### config.mk
export PLATFORM = sky130hd
export DESIGN_NAME = regbank_write_scheduler
export DESIGN_NICKNAME = d
export VERILOG_FILES = /design/src/rtl/regbank_write_scheduler.sv
export SDC_FILE = /design/constraint.sdc
export NUM_CORES = 1
export LEC_CHECK = 0
export BUFFER_PORTS_ARGS = -buffer_cell sky130_fd_sc_hd__buf_4
export CAP_MARGIN = 5
export CORE_UTILIZATION = 50
export CTS_CLUSTER_DIAMETER = 150
export DETAILED_ROUTE_END_ITERATION = 6
export PLACE_DENSITY_LB_ADDON = 0.15
export SYNTH_ARGS = -nofsm -noshare
export SYNTH_HDL_FRONTEND = slang
export SYNTH_SLANG_ARGS = --single-unit
### constraint.sdc
create_clock -name clock -period 5.45 [get_ports clock]
set_clock_uncertainty 0.15 [all_clocks]
set_input_delay 1.09 -clock clock [delete_from_list [all_inputs] [get_ports clock]]
set_output_delay 1.09 -clock clock [all_outputs]
set_load 0.005 [all_outputs]
### src/rtl/regbank_write_scheduler.sv
// Write-port scheduler for the 8x16 ID-stage register bank: merges ALU and load writebacks
// through an in-order pending buffer. Define REGBANK_FWD_EN to forward pending data instead of stalling.
module regbank_write_scheduler #(
    parameter int DATA_W    = 16,
    parameter int ADDR_W    = 3,
    parameter int BUF_DEPTH = 2
) (
    input  logic              clock,
    input  logic              reset,
    input  logic              alu_req,
    input  logic [ADDR_W-1:0] alu_rd,
    input  logic [DATA_W-1:0] alu_data,
    output logic              alu_ready,
    input  logic              mem_req,
    input  logic [ADDR_W-1:0] mem_rd,
    input  logic [DATA_W-1:0] mem_data,
    output logic              mem_ready,
    input  logic [ADDR_W-1:0] rs,
    input  logic [ADDR_W-1:0] rt,
    output logic              stall,
    output logic              RegWrite,
    output logic [ADDR_W-1:0] rd,
    output logic [DATA_W-1:0] writeDat,
    output logic              fwd1_valid,
    output logic              fwd2_valid,
    output logic [DATA_W-1:0] fwd1_data,
    output logic [DATA_W-1:0] fwd2_data
);

    localparam int PTR_W = (BUF_DEPTH > 1) ? $clog2(BUF_DEPTH) : 1;
    localparam int CNT_W = $clog2(BUF_DEPTH + 1);
    localparam logic [CNT_W-1:0] DEPTH_C  = CNT_W'(BUF_DEPTH);
    localparam logic [PTR_W-1:0] LAST_PTR = PTR_W'(BUF_DEPTH - 1);

    function automatic logic [PTR_W-1:0] ptr_inc(input logic [PTR_W-1:0] p);
        return (p == LAST_PTR) ? '0 : p + PTR_W'(1);
    endfunction

    function automatic logic [PTR_W-1:0] slot_of(input logic [PTR_W-1:0] base, input int offset);
        int s;
        s = int'(base) + offset;
        if (s >= BUF_DEPTH) s = s - BUF_DEPTH;
        return PTR_W'(s);
    endfunction

    logic              reg_write_q, reg_write_d;
    logic [ADDR_W-1:0] rd_q, rd_d;
    logic [DATA_W-1:0] write_dat_q, write_dat_d;
    logic [ADDR_W-1:0] buf_rd_q   [BUF_DEPTH];
    logic [ADDR_W-1:0] buf_rd_d   [BUF_DEPTH];
    logic [DATA_W-1:0] buf_data_q [BUF_DEPTH];
    logic [DATA_W-1:0] buf_data_d [BUF_DEPTH];
    logic [PTR_W-1:0]  head_q, head_d;
    logic [PTR_W-1:0]  tail_q, tail_d;
    logic [CNT_W-1:0]  count_q, count_d;

    logic              ready;
    logic              alu_acc;
    logic              mem_acc;
    logic [PTR_W-1:0]  wr_ptr;
    logic [CNT_W-1:0]  push_cnt;
    logic              pop;

    assign ready     = (count_q < DEPTH_C);
    assign alu_ready = ready;
    assign mem_ready = ready;
    assign alu_acc   = alu_req && ready;
    assign mem_acc   = mem_req && ready;

    // Oldest candidate (head, then mem, then alu) goes to the output register; the rest queue in order.
    always_comb begin
        reg_write_d = 1'b0;
        rd_d        = rd_q;
        write_dat_d = write_dat_q;
        buf_rd_d    = buf_rd_q;
        buf_data_d  = buf_data_q;
        head_d      = head_q;
        wr_ptr      = tail_q;
        push_cnt    = '0;
        pop         = 1'b0;

        if (count_q != '0) begin
            reg_write_d = 1'b1;
            rd_d        = buf_rd_q[head_q];
            write_dat_d = buf_data_q[head_q];
            head_d      = ptr_inc(head_q);
            pop         = 1'b1;
            if (mem_acc) begin
                buf_rd_d[wr_ptr]   = mem_rd;
                buf_data_d[wr_ptr] = mem_data;
                wr_ptr             = ptr_inc(wr_ptr);
                push_cnt           = push_cnt + CNT_W'(1);
            end
            if (alu_acc) begin
                buf_rd_d[wr_ptr]   = alu_rd;
                buf_data_d[wr_ptr] = alu_data;
                wr_ptr             = ptr_inc(wr_ptr);
                push_cnt           = push_cnt + CNT_W'(1);
            end
        end else if (mem_acc) begin
            reg_write_d = 1'b1;
            rd_d        = mem_rd;
            write_dat_d = mem_data;
            if (alu_acc) begin
                buf_rd_d[wr_ptr]   = alu_rd;
                buf_data_d[wr_ptr] = alu_data;
                wr_ptr             = ptr_inc(wr_ptr);
                push_cnt           = push_cnt + CNT_W'(1);
            end
        end else if (alu_acc) begin
            reg_write_d = 1'b1;
            rd_d        = alu_rd;
            write_dat_d = alu_data;
        end

        tail_d  = wr_ptr;
        count_d = count_q + push_cnt - CNT_W'(pop);
    end

    always_ff @(posedge clock or posedge reset) begin
        if (reset) begin
            reg_write_q <= 1'b0;
            rd_q        <= '0;
            write_dat_q <= '0;
            head_q      <= '0;
            tail_q      <= '0;
            count_q     <= '0;
            for (int i = 0; i < BUF_DEPTH; i++) begin
                buf_rd_q[i]   <= '0;
                buf_data_q[i] <= '0;
            end
        end else begin
            reg_write_q <= reg_write_d;
            rd_q        <= rd_d;
            write_dat_q <= write_dat_d;
            head_q      <= head_d;
            tail_q      <= tail_d;
            count_q     <= count_d;
            buf_rd_q    <= buf_rd_d;
            buf_data_q  <= buf_data_d;
        end
    end

    assign RegWrite = reg_write_q;
    assign rd       = rd_q;
    assign writeDat = write_dat_q;

    logic hit1, hit2;
`ifdef REGBANK_FWD_EN
    logic [DATA_W-1:0] hit1_data, hit2_data;
`endif

    // Scan oldest to youngest so a later match overrides an earlier one.
    always_comb begin
        logic [PTR_W-1:0] slot;
        hit1 = 1'b0;
        hit2 = 1'b0;
`ifdef REGBANK_FWD_EN
        hit1_data = '0;
        hit2_data = '0;
`endif
        if (reg_write_q) begin
            if (rd_q == rs) begin
                hit1 = 1'b1;
`ifdef REGBANK_FWD_EN
                hit1_data = write_dat_q;
`endif
            end
            if (rd_q == rt) begin
                hit2 = 1'b1;
`ifdef REGBANK_FWD_EN
                hit2_data = write_dat_q;
`endif
            end
        end
        for (int i = 0; i < BUF_DEPTH; i++) begin
            slot = slot_of(head_q, i);
            if (i < int'(count_q)) begin
                if (buf_rd_q[slot] == rs) begin
                    hit1 = 1'b1;
`ifdef REGBANK_FWD_EN
                    hit1_data = buf_data_q[slot];
`endif
                end
                if (buf_rd_q[slot] == rt) begin
                    hit2 = 1'b1;
`ifdef REGBANK_FWD_EN
                    hit2_data = buf_data_q[slot];
`endif
                end
            end
        end
    end

`ifdef REGBANK_FWD_EN
    assign stall      = 1'b0;
    assign fwd1_valid = hit1;
    assign fwd2_valid = hit2;
    assign fwd1_data  = hit1_data;
    assign fwd2_data  = hit2_data;
`else
    assign stall      = hit1 | hit2;
    assign fwd1_valid = 1'b0;
    assign fwd2_valid = 1'b0;
    assign fwd1_data  = '0;
    assign fwd2_data  = '0;
`endif

endmodule

==> results.ini, run 1 <==
[clock_network]
clk_transition_reported_paths_ps=80
htreeDepth=3
cts-resized-gates=0
cts_tree=done
clock-root-buffer=clkbuf_8
clock_path_buffers=2
clock_latency_ps=350
cts-hold-fix-buffers=0
cts_setup_buffers=0
cts_sinks=62
cts_made_buffers=9

[logic_synthesis]
synth-edff-count=0
ys_seq_elements=62
ys_types=41
netlist_instances=550
avgSynthCellArea_um2=8.015
synthArstFlopShare_pct=100.0
syn_area_mm2=0.004408
synthFlopType=dfrtp_1
ys_warn_count=0
seq_area_frac_synth_pct=35.20

[sta]
clock.fmax_ghz=0.2876
maxSlewHeadroom_pct=29.56
final-hold-violation-count=0
finalCritPeriodShare_pct=63.79
worstMarginPinSlew_ps=1057
slew_violations=0
tns_ps=0
setup_violations=0
min_period_ps=3476
setup_slack_ps=1974
rsz0062_at_grt=no

[setup_path]
crit_type=flip-flop to primary output
worstPathRequired_ps=4210
cp-startpoint=head_q$_DFFE_PP0N_
crit_arrival_ps=2240
startpoint_type=flip-flop
r2r-start=count_q[1]$_DFF_PP0_
setup.worst_path.end_class=primary output
cp_max_fo=11

[power]
power_density_mw_per_mm2=626.1
power_leakage_uw=0.002236
ir_worst_vdd_v=0.0002241
fin_total_pwr_uw=3095

[layout]
area_delta_synth_final_pct=12.12
nets=646
fin_cells=704
fillers=750
drive_above_1_share_pct=16.69
final_cell_mix=nand2_1 (97), buf_4 (77), dfrtp_1 (62)
final_common_cell=nand2_1
n_antenna_cell=0
final_area_mm2=0.004942

[global_route]
top_usage_layer=met2
grtUsageMet1_pct=36.21
grt-ovfl-total=0
grtUsageTotal_pct=27.79
grt_pass1_vias=3947
grt_max_degree=68
antenna_found_initial=0
met2_usage_pct=44.52
grt_util_met3_pct=4.897
grt_pass1_wl_um=19320

[placement]
globalplace.congestion=0.8238
post-place-cells=688
portBuffers=70
placed_cell_area_mm2=0.004761
post-dp-hpwl_um=7593
place_ws_ps=2267

[die]
die_h_um=95.90
start_util_pct=52.59
rows=33
die-area_mm2=0.009196
num_io_pins=105
core_area_mm2=0.008382
fp.dieW_um=95.90

[routing]
drtPass1Iterations=5
totalWireLength_um=12170
antenna_left=0
drt_iter0_markers=341
vias=4221
drc=0
post_drt_wl_per_cell_um=17.28
routed_via_density=5.996

[min_path]
hold_class=flip-flop to flip-flop
hp-start=buf_data_q[15]$_DFFE_PP0P_

[outcome]
status=complete, no violations

[flow_run]
drv_cap=0

-- area by class of cell --
| cell class | count | area [µm²] | area share, % |
|---|---|---|---|
| inverters | 7 | 26.28 | 0.5316 |
| repair buffers | 77 | 578.1 | 11.70 |
| clock inverters | 5 | 50.05 | 1.013 |
| clock buffers | 11 | 131.4 | 2.658 |
| flip-flops and latches | 62 | 1551 | 31.39 |
| multi-input cells | 437 | 2474 | 50.05 |
| well taps | 105 | 131.4 | 2.658 |
-- registers in the layout, indices dropped and copies added (netlist names) --
register	cells
head_q	1
buf_rd_q	6
writeDat	16
rd	3
buf_data_q	32
RegWrite	1
tail_q	1
count_q	2
-- worst max-delay path, cell delays in order (launching register included) --
cell       delay (ps)
dfrtp_1           730
mux2i_1           410
xnor2_1           110
nor3_1            210
a31oi_1            70
o2111ai_1         210
buf_4             150
-- logic make-up after synthesis --
logic type | share of synthesized area [%]
buffers and inverters | 11.58
and+or+nand+nor | 19.27
adders and majority gates | 1.135
DFF | 35.20
muxes | 6.131
xor gates and xnor gates | 4.769
other | 0.08507
AOI/OAI and AO/OA | 21.83
-- synthesized netlist by cell type, drive strengths merged (2+ instances only) --
cell type / count / area [µm²]
a211oi: 17 / 127.6
a21oi: 42 / 210.2
a22oi: 7 / 52.55
a31oi: 20 / 125.1
and2: 2 / 12.51
buf: 63 / 431.7
clkbuf: 14 / 52.55
dfrtp: 62 / 1551
ha: 4 / 50.05
inv: 7 / 26.27
mux2i: 27 / 270.3
nand2: 97 / 364.1
nand3: 33 / 165.2
nand3b: 2 / 15.01
nand4: 2 / 12.51
nor2: 51 / 201.5
nor2b: 2 / 15.02
nor3: 3 / 15.01
o211ai: 31 / 237.7
o21ai: 16 / 80.08
o22ai: 15 / 93.84
xnor2: 7 / 61.31
xor2: 17 / 148.9
-- layer usage --
metal,vias to the layer above,wire [µm]
met5,-,0
met4,0,346
met3,33,908
met2,209,5745
met1,2028,5167
li1,1951,-
-- stage by stage --
stage	hold slack (ps)	utilization, %
finish	347.7	58.96
global route	382.7	58.96
CTS	343.8	58.96
detailed placement	327.7	56.80
global placement	316.7	56.80
floorplan	299.6	-
-- report_power, final --
group          internal [µW]  total, µW  switching (µW)
clock network            209        399             190
registers                721        950             229
logic                    754       1750             992
total                   1680       3090            1410
-- worst paths after layout --
path / end / slack [ps] / cells after the start
min: buf_data_q[15]$_DFFE_PP0P_ / 350 / 2
max: stall / 1970 / 6
max in group asynchronous: writeDat[4]$_DFFE_PP0P_ / 3770 / 3
max reg2reg: count_q[1]$_DFF_PP0_ / 2740 / 8
min in group asynchronous: writeDat[8]$_DFFE_PP0P_ / 830 / 3
min reg2reg: buf_data_q[15]$_DFFE_PP0P_ / 350 / 2
Note: power is estimated with default switching activity, not from simulation.
==> inputs of run 2 (changes only) <==
--- a/config.mk
+++ b/config.mk
@@ -5,6 +5,7 @@
 export SDC_FILE = /design/constraint.sdc
 export NUM_CORES = 1
 export LEC_CHECK = 0
+export ABC_AREA = 1
 export BUFFER_PORTS_ARGS = -buffer_cell sky130_fd_sc_hd__buf_4
 export CAP_MARGIN = 5
 export CORE_UTILIZATION = 50
==> constraint.sdc (replaced) <==
create_clock -name clock -period 3.49 [get_ports clock]
set_clock_uncertainty 0.15 [all_clocks]
set_input_delay 0.698 -clock clock [delete_from_list [all_inputs] [get_ports clock]]
set_output_delay 0.698 -clock clock [all_outputs]
set_load 0.005 [all_outputs]
==> results.ini, run 2 <==
[setup_path]
crit_type=flip-flop to primary output
setup.worst_path.end_class=primary output
critPathBufInv=2
startpoint_type=flip-flop
worst_path_most_repeated_cell=nand2_1
cp_slowest_cell=dfrtp_1
cp_slowest_stage_delay_ps=710
path_depth=9
cp_max_fo=14
r2r_slack_ps=790
cp_top_family=flip-flops
reg2reg_depth=8
worstPathRequired_ps=2640
crit_arrival_ps=2230
cp_cell_sequence=inv_1 > nand2_1 > nand2_1 > xor2_1 > nand3_1 > nand2_1 > nand2_1 > nand2_1 > buf_4

[layout]
nets=871
top_register=buf_data_q
fillers=900
drive_above_1_share_pct=14.32
regArea_mm2=0.001551
final_common_cell=nand2_1
final_cell_mix=nand2_1 (208), nand3_1 (98), buf_4 (85)
area_delta_synth_final_pct=14.00
n_antenna_cell=0
largest_register_ffs=32
final_core_util_pct=59.41
multi_input_area_mm2=0.002704
fin_cells=953

[power]
power_leakage_uw=0.002892
ir_worst_vdd_v=0.0004742
power_density_mw_per_mm2=1033

[routing]
post_drt_wl_per_cell_um=16.24
vias=5462
drc=0
routed_via_density=5.731
antenna_left=0
totalWireLength_um=15480
drtPass1Iterations=5
drt_iter0_markers=531

[sta]
setup_violations=0
min_period_ps=3077
maxSlewHeadroom_pct=39.88
worstMarginPinSlew_ps=900.9
tns_ps=0
whs_ps=342.6
rsz0062_at_grt=no
slew_violations=0
finalCritPeriodShare_pct=88.17
clock.fmax_ghz=0.3250
final-hold-violation-count=0

[clock_network]
clock_latency_ps=350
cts_made_buffers=9
cts_sinks=62
htreeDepth=3
clock-root-buffer=clkbuf_8
cts_tree=done
cts_setup_buffers=0
clock_path_buffers=2
clk_transition_reported_paths_ps=70
cts-resized-gates=0
cts-hold-fix-buffers=0

[logic_synthesis]
yosysTopAreaCellShare_pct=31.92
ys_types=27
synth_most_common_cell=nand2_1
avgSynthCellArea_um2=6.321
synth_area_leaders=dfrtp_1 (32%), nand2_1 (16%), nand3_1 (10%)
synthArstFlopShare_pct=100.0
ys_seq_elements=62
syn_area_mm2=0.004861
synthFlopType=dfrtp_1
synth-edff-count=0
netlist_instances=769
yosys.area.top_type=dfrtp_1
seq_area_frac_synth_pct=31.92
synth_common_cells=nand2_1 (209), nand3_1 (98), nor2_1 (75)
ys_warn_count=0

[placement]
post-place-cells=937
globalplace.congestion=0.9019
post-dp-hpwl_um=9889
portBuffers=70

[global_route]
grt_max_degree=63
grt_pass1_wl_um=24940
grt-ovfl-total=0
antenna_found_initial=0
grtUsageTotal_pct=31.88
grt_pass1_vias=5094

[min_path]
hold_class=flip-flop to flip-flop
holdPathStages=2

[die]
start_util_pct=52.11
die_h_um=100.6
rows=35
die-area_mm2=0.01012
core_area_mm2=0.009328
fp.dieW_um=100.6
num_io_pins=105

[outcome]
status=complete, no violations

[flow_run]
drv_cap=0

run 2: cell families after synthesis:
family | after synthesis | share of synthesized area (%)
fa+ha+maj | 4 | 1.030
xor+xnor | 6 | 1.081
buf+inv | 149 | 15.11
compound gates | 157 | 17.50
simple gates | 390 | 33.28
flops | 62 | 31.92
other cells | 1 | 0.07715
run 2: path summary, 6_finish.rpt:
kind / startpoint / endpoint
setup / recovery: head_q$_DFFE_PP0N_ / stall
hold / removal: buf_data_q[15]$_DFFE_PP0P_ / buf_data_q[15]$_DFFE_PP0P_
setup reg to reg: count_q[1]$_DFF_PP0_ / buf_data_q[18]$_DFFE_PP0P_
hold reg to reg: buf_data_q[15]$_DFFE_PP0P_ / buf_data_q[15]$_DFFE_PP0P_
max in group asynchronous: reset / buf_rd_q[3]$_DFFE_PP0P_
min in group asynchronous: reset / writeDat[5]$_DFFE_PP0P_
run 2: where the power goes:
part | switching (µW) | total (µW) | leakage (µW) | internal [µW]
registers | 313 | 1440 | 0.000719 | 1130
logic | 2240 | 3540 | 0.00207 | 1300
clock network | 316 | 738 | 0.000102 | 422
run 2: final cells by class:
| cell class | count | share of cell area, % |
|---|---|---|
| multi-input combinational | 591 | 48.79 |
| inverter | 70 | 4.741 |
| clock inverter | 5 | 1.490 |
| timing repair buffer | 85 | 11.52 |
| clock buffer | 11 | 2.551 |
| tap | 129 | 2.913 |
| sequential | 62 | 28.00 |
run 2: per-layer routing:
metal	share of wire [%]	track usage [%]	wire length (µm)
met2	47	52.90	7280
met3	10	5.479	1543
met5	0	0	0
met4	3.6	15.27	550
met1	39	40.34	6102
run 2: tightest hold or removal path: stages, from the launching register on:
cell and delay, ps:
dfrtp_1 360, nand2_1 50, nand2_1 50
run 2: per-stage QoR:
stage | worst slack (ps) | total power (µW) | cell area [µm²]
floorplan | 839.4 | 3927 | 4985
global placement | 726.4 | 4769 | 5318
detailed placement | 649.4 | 4926 | 5318
CTS | 432.8 | 5666 | 5542
global route | 222.1 | 6242 | 5542
finish | 412.7 | 5725 | 5542
==> inputs of run 3 (changes only) <==
==> constraint.sdc (replaced) <==
create_clock -name clock -period 3.8 [get_ports clock]
set_clock_uncertainty 0.15 [all_clocks]
set_input_delay 0.76 -clock clock [delete_from_list [all_inputs] [get_ports clock]]
set_output_delay 0.76 -clock clock [all_outputs]
set_load 0.005 [all_outputs]
==> results.ini, run 3 (synthesized netlist as in run 2, its figures left out) <==
[layout]
top_register=buf_data_q
regArea_mm2=0.001551
final_core_util_pct=59.07
fillers=910
final_cell_mix=nand2_1 (208), nand3_1 (98), buf_4 (82)
nets=868
drive_above_1_share_pct=13.89
final_common_cell=nand2_1
n_antenna_cell=0
multi_input_area_mm2=0.002704
largest_register_ffs=32
area_delta_synth_final_pct=13.36

[power]
swShare_pct=50.15
p_sw_uw=2616
power_leakage_uw=0.002886
ir_worst_vdd_v=0.0004046
power_density_mw_per_mm2=946.6
internal-power_uw=2600
pwr-share-clk_pct=12.7
power_frac_comb_pct=61.6
pwr-share-seq_pct=25.7

[clock_network]
clock_path_buffers=2
cts-resized-gates=0
clock_latency_ps=340
clk_transition_reported_paths_ps=70
cts_made_buffers=9
clock-root-buffer=clkbuf_8
htreeDepth=3
cts_sinks=62
cts_tree=done
cts_setup_buffers=0
cts-hold-fix-buffers=0

[sta]
final-hold-violation-count=0
whs_ps=340.0
rsz0062_at_grt=no
worstMarginPinSlew_ps=987.8
maxSlewHeadroom_pct=34.08
finalCritPeriodShare_pct=84.33
clock.fmax_ghz=0.3121
tns_ps=0
slew_violations=0
setup_violations=0
min_period_ps=3204

[setup_path]
crit_type=flip-flop to primary output
crit_arrival_ps=2290
reg2reg_depth=6
cp_max_fo=22
startpoint_type=flip-flop
worstPathRequired_ps=2890
setup.worst_path.end_class=primary output

[placement]
post-dp-hpwl_um=9945
globalplace.congestion=0.8592
portBuffers=70

[flow_run]
drv_cap=0

[die]
die_h_um=100.6
rows=35
core_area_mm2=0.009328
num_io_pins=105
fp.dieW_um=100.6
start_util_pct=52.11
die-area_mm2=0.01012

[global_route]
grt-ovfl-total=0
grtUsageTotal_pct=32.20
grt_pass1_wl_um=25170
grt_pass1_vias=5055
grt_max_degree=36
antenna_found_initial=0

[min_path]
holdPathStages=2
hold_class=flip-flop to flip-flop

[routing]
totalWireLength_um=15450
drt_iter0_markers=425
post_drt_wl_per_cell_um=16.27
routed_via_density=5.684
drc=0
vias=5400
antenna_left=0
drtPass1Iterations=5

[outcome]
status=complete, no violations

==> run 3: cell count changes in the layout (fill, tap and decap cells not counted) <==
cell        before  now
clkbuf_1         1    2
clkinvlp_4       3    0
clkinv_2         0    2
buf_4           85   82
==> run 3: metal layers <==
layer  GRT usage (%)  vias up  part of all wire [%]  routed length (µm)
li1                -     2538                     -                   -
met1           41.30     2512                    40                6203
met2           53.37      318                    48                7376
met3           5.756       32                    10                1581
met4           13.82        0                   1.9                 292
met5               0        -                     0                   0
==> run 3: worst paths after layout <==
check,slack (ps),endpoint,start
worst min register to register,340,buf_data_q[15]$_DFFE_PP0P_,buf_data_q[15]$_DFFE_PP0P_
worst min-delay path,340,buf_data_q[15]$_DFFE_PP0P_,buf_data_q[15]$_DFFE_PP0P_
min in group asynchronous,360,buf_data_q[18]$_DFFE_PP0P_,reset
worst max-delay path,600,stall,head_q$_DFFE_PP0N_
max in group asynchronous,2180,buf_data_q[31]$_DFFE_PP0P_,reset
worst max register to register,810,buf_data_q[22]$_DFFE_PP0P_,tail_q$_DFFE_PP0P_
==> run 3: final cells by class <==
cell class,count,area share (%)
timing repair buffer,82,11.17
clock buffer,12,2.634
multi-input combinational,591,49.07
tap,129,2.929
clock inverter,4,1.272
inverter,70,4.768
sequential,62,28.16
==> run 3: worst max-delay path, cell delays in order, from the launching register on <==
cell and delay (ps):
dfrtp_1 380, inv_1 650, nand2_1 170, nand2_1 150
inv_1 90, nor2_1 100, nor2_1 60, nand2_1 50
nand2_1 50, nor2_1 80, nand2_1 60, buf_4 130
==> run 3: power groups by stage <==
stage	logic (µW)	clock network (µW)	registers [µW]
6_report	3210	661	1340
5_1_grt	3630	700	1390
4_1_cts	3180	671	1340
3_5_place_dp	3160	0	1350
3_3_place_gp	3030	0	1330
2_1_floorplan	2360	0	1250
==> run 3: per-stage QoR <==
stage,power (µW),worst slack (ps),cell area (µm²),cells
finish,5216,595.6,5510,950
floorplan,3607,1087,4985,802
detailed placement,4510,856.8,5295,934
global placement,4362,990.7,5295,934
CTS,5186,569.5,5510,950
global route,5716,401.5,5510,950
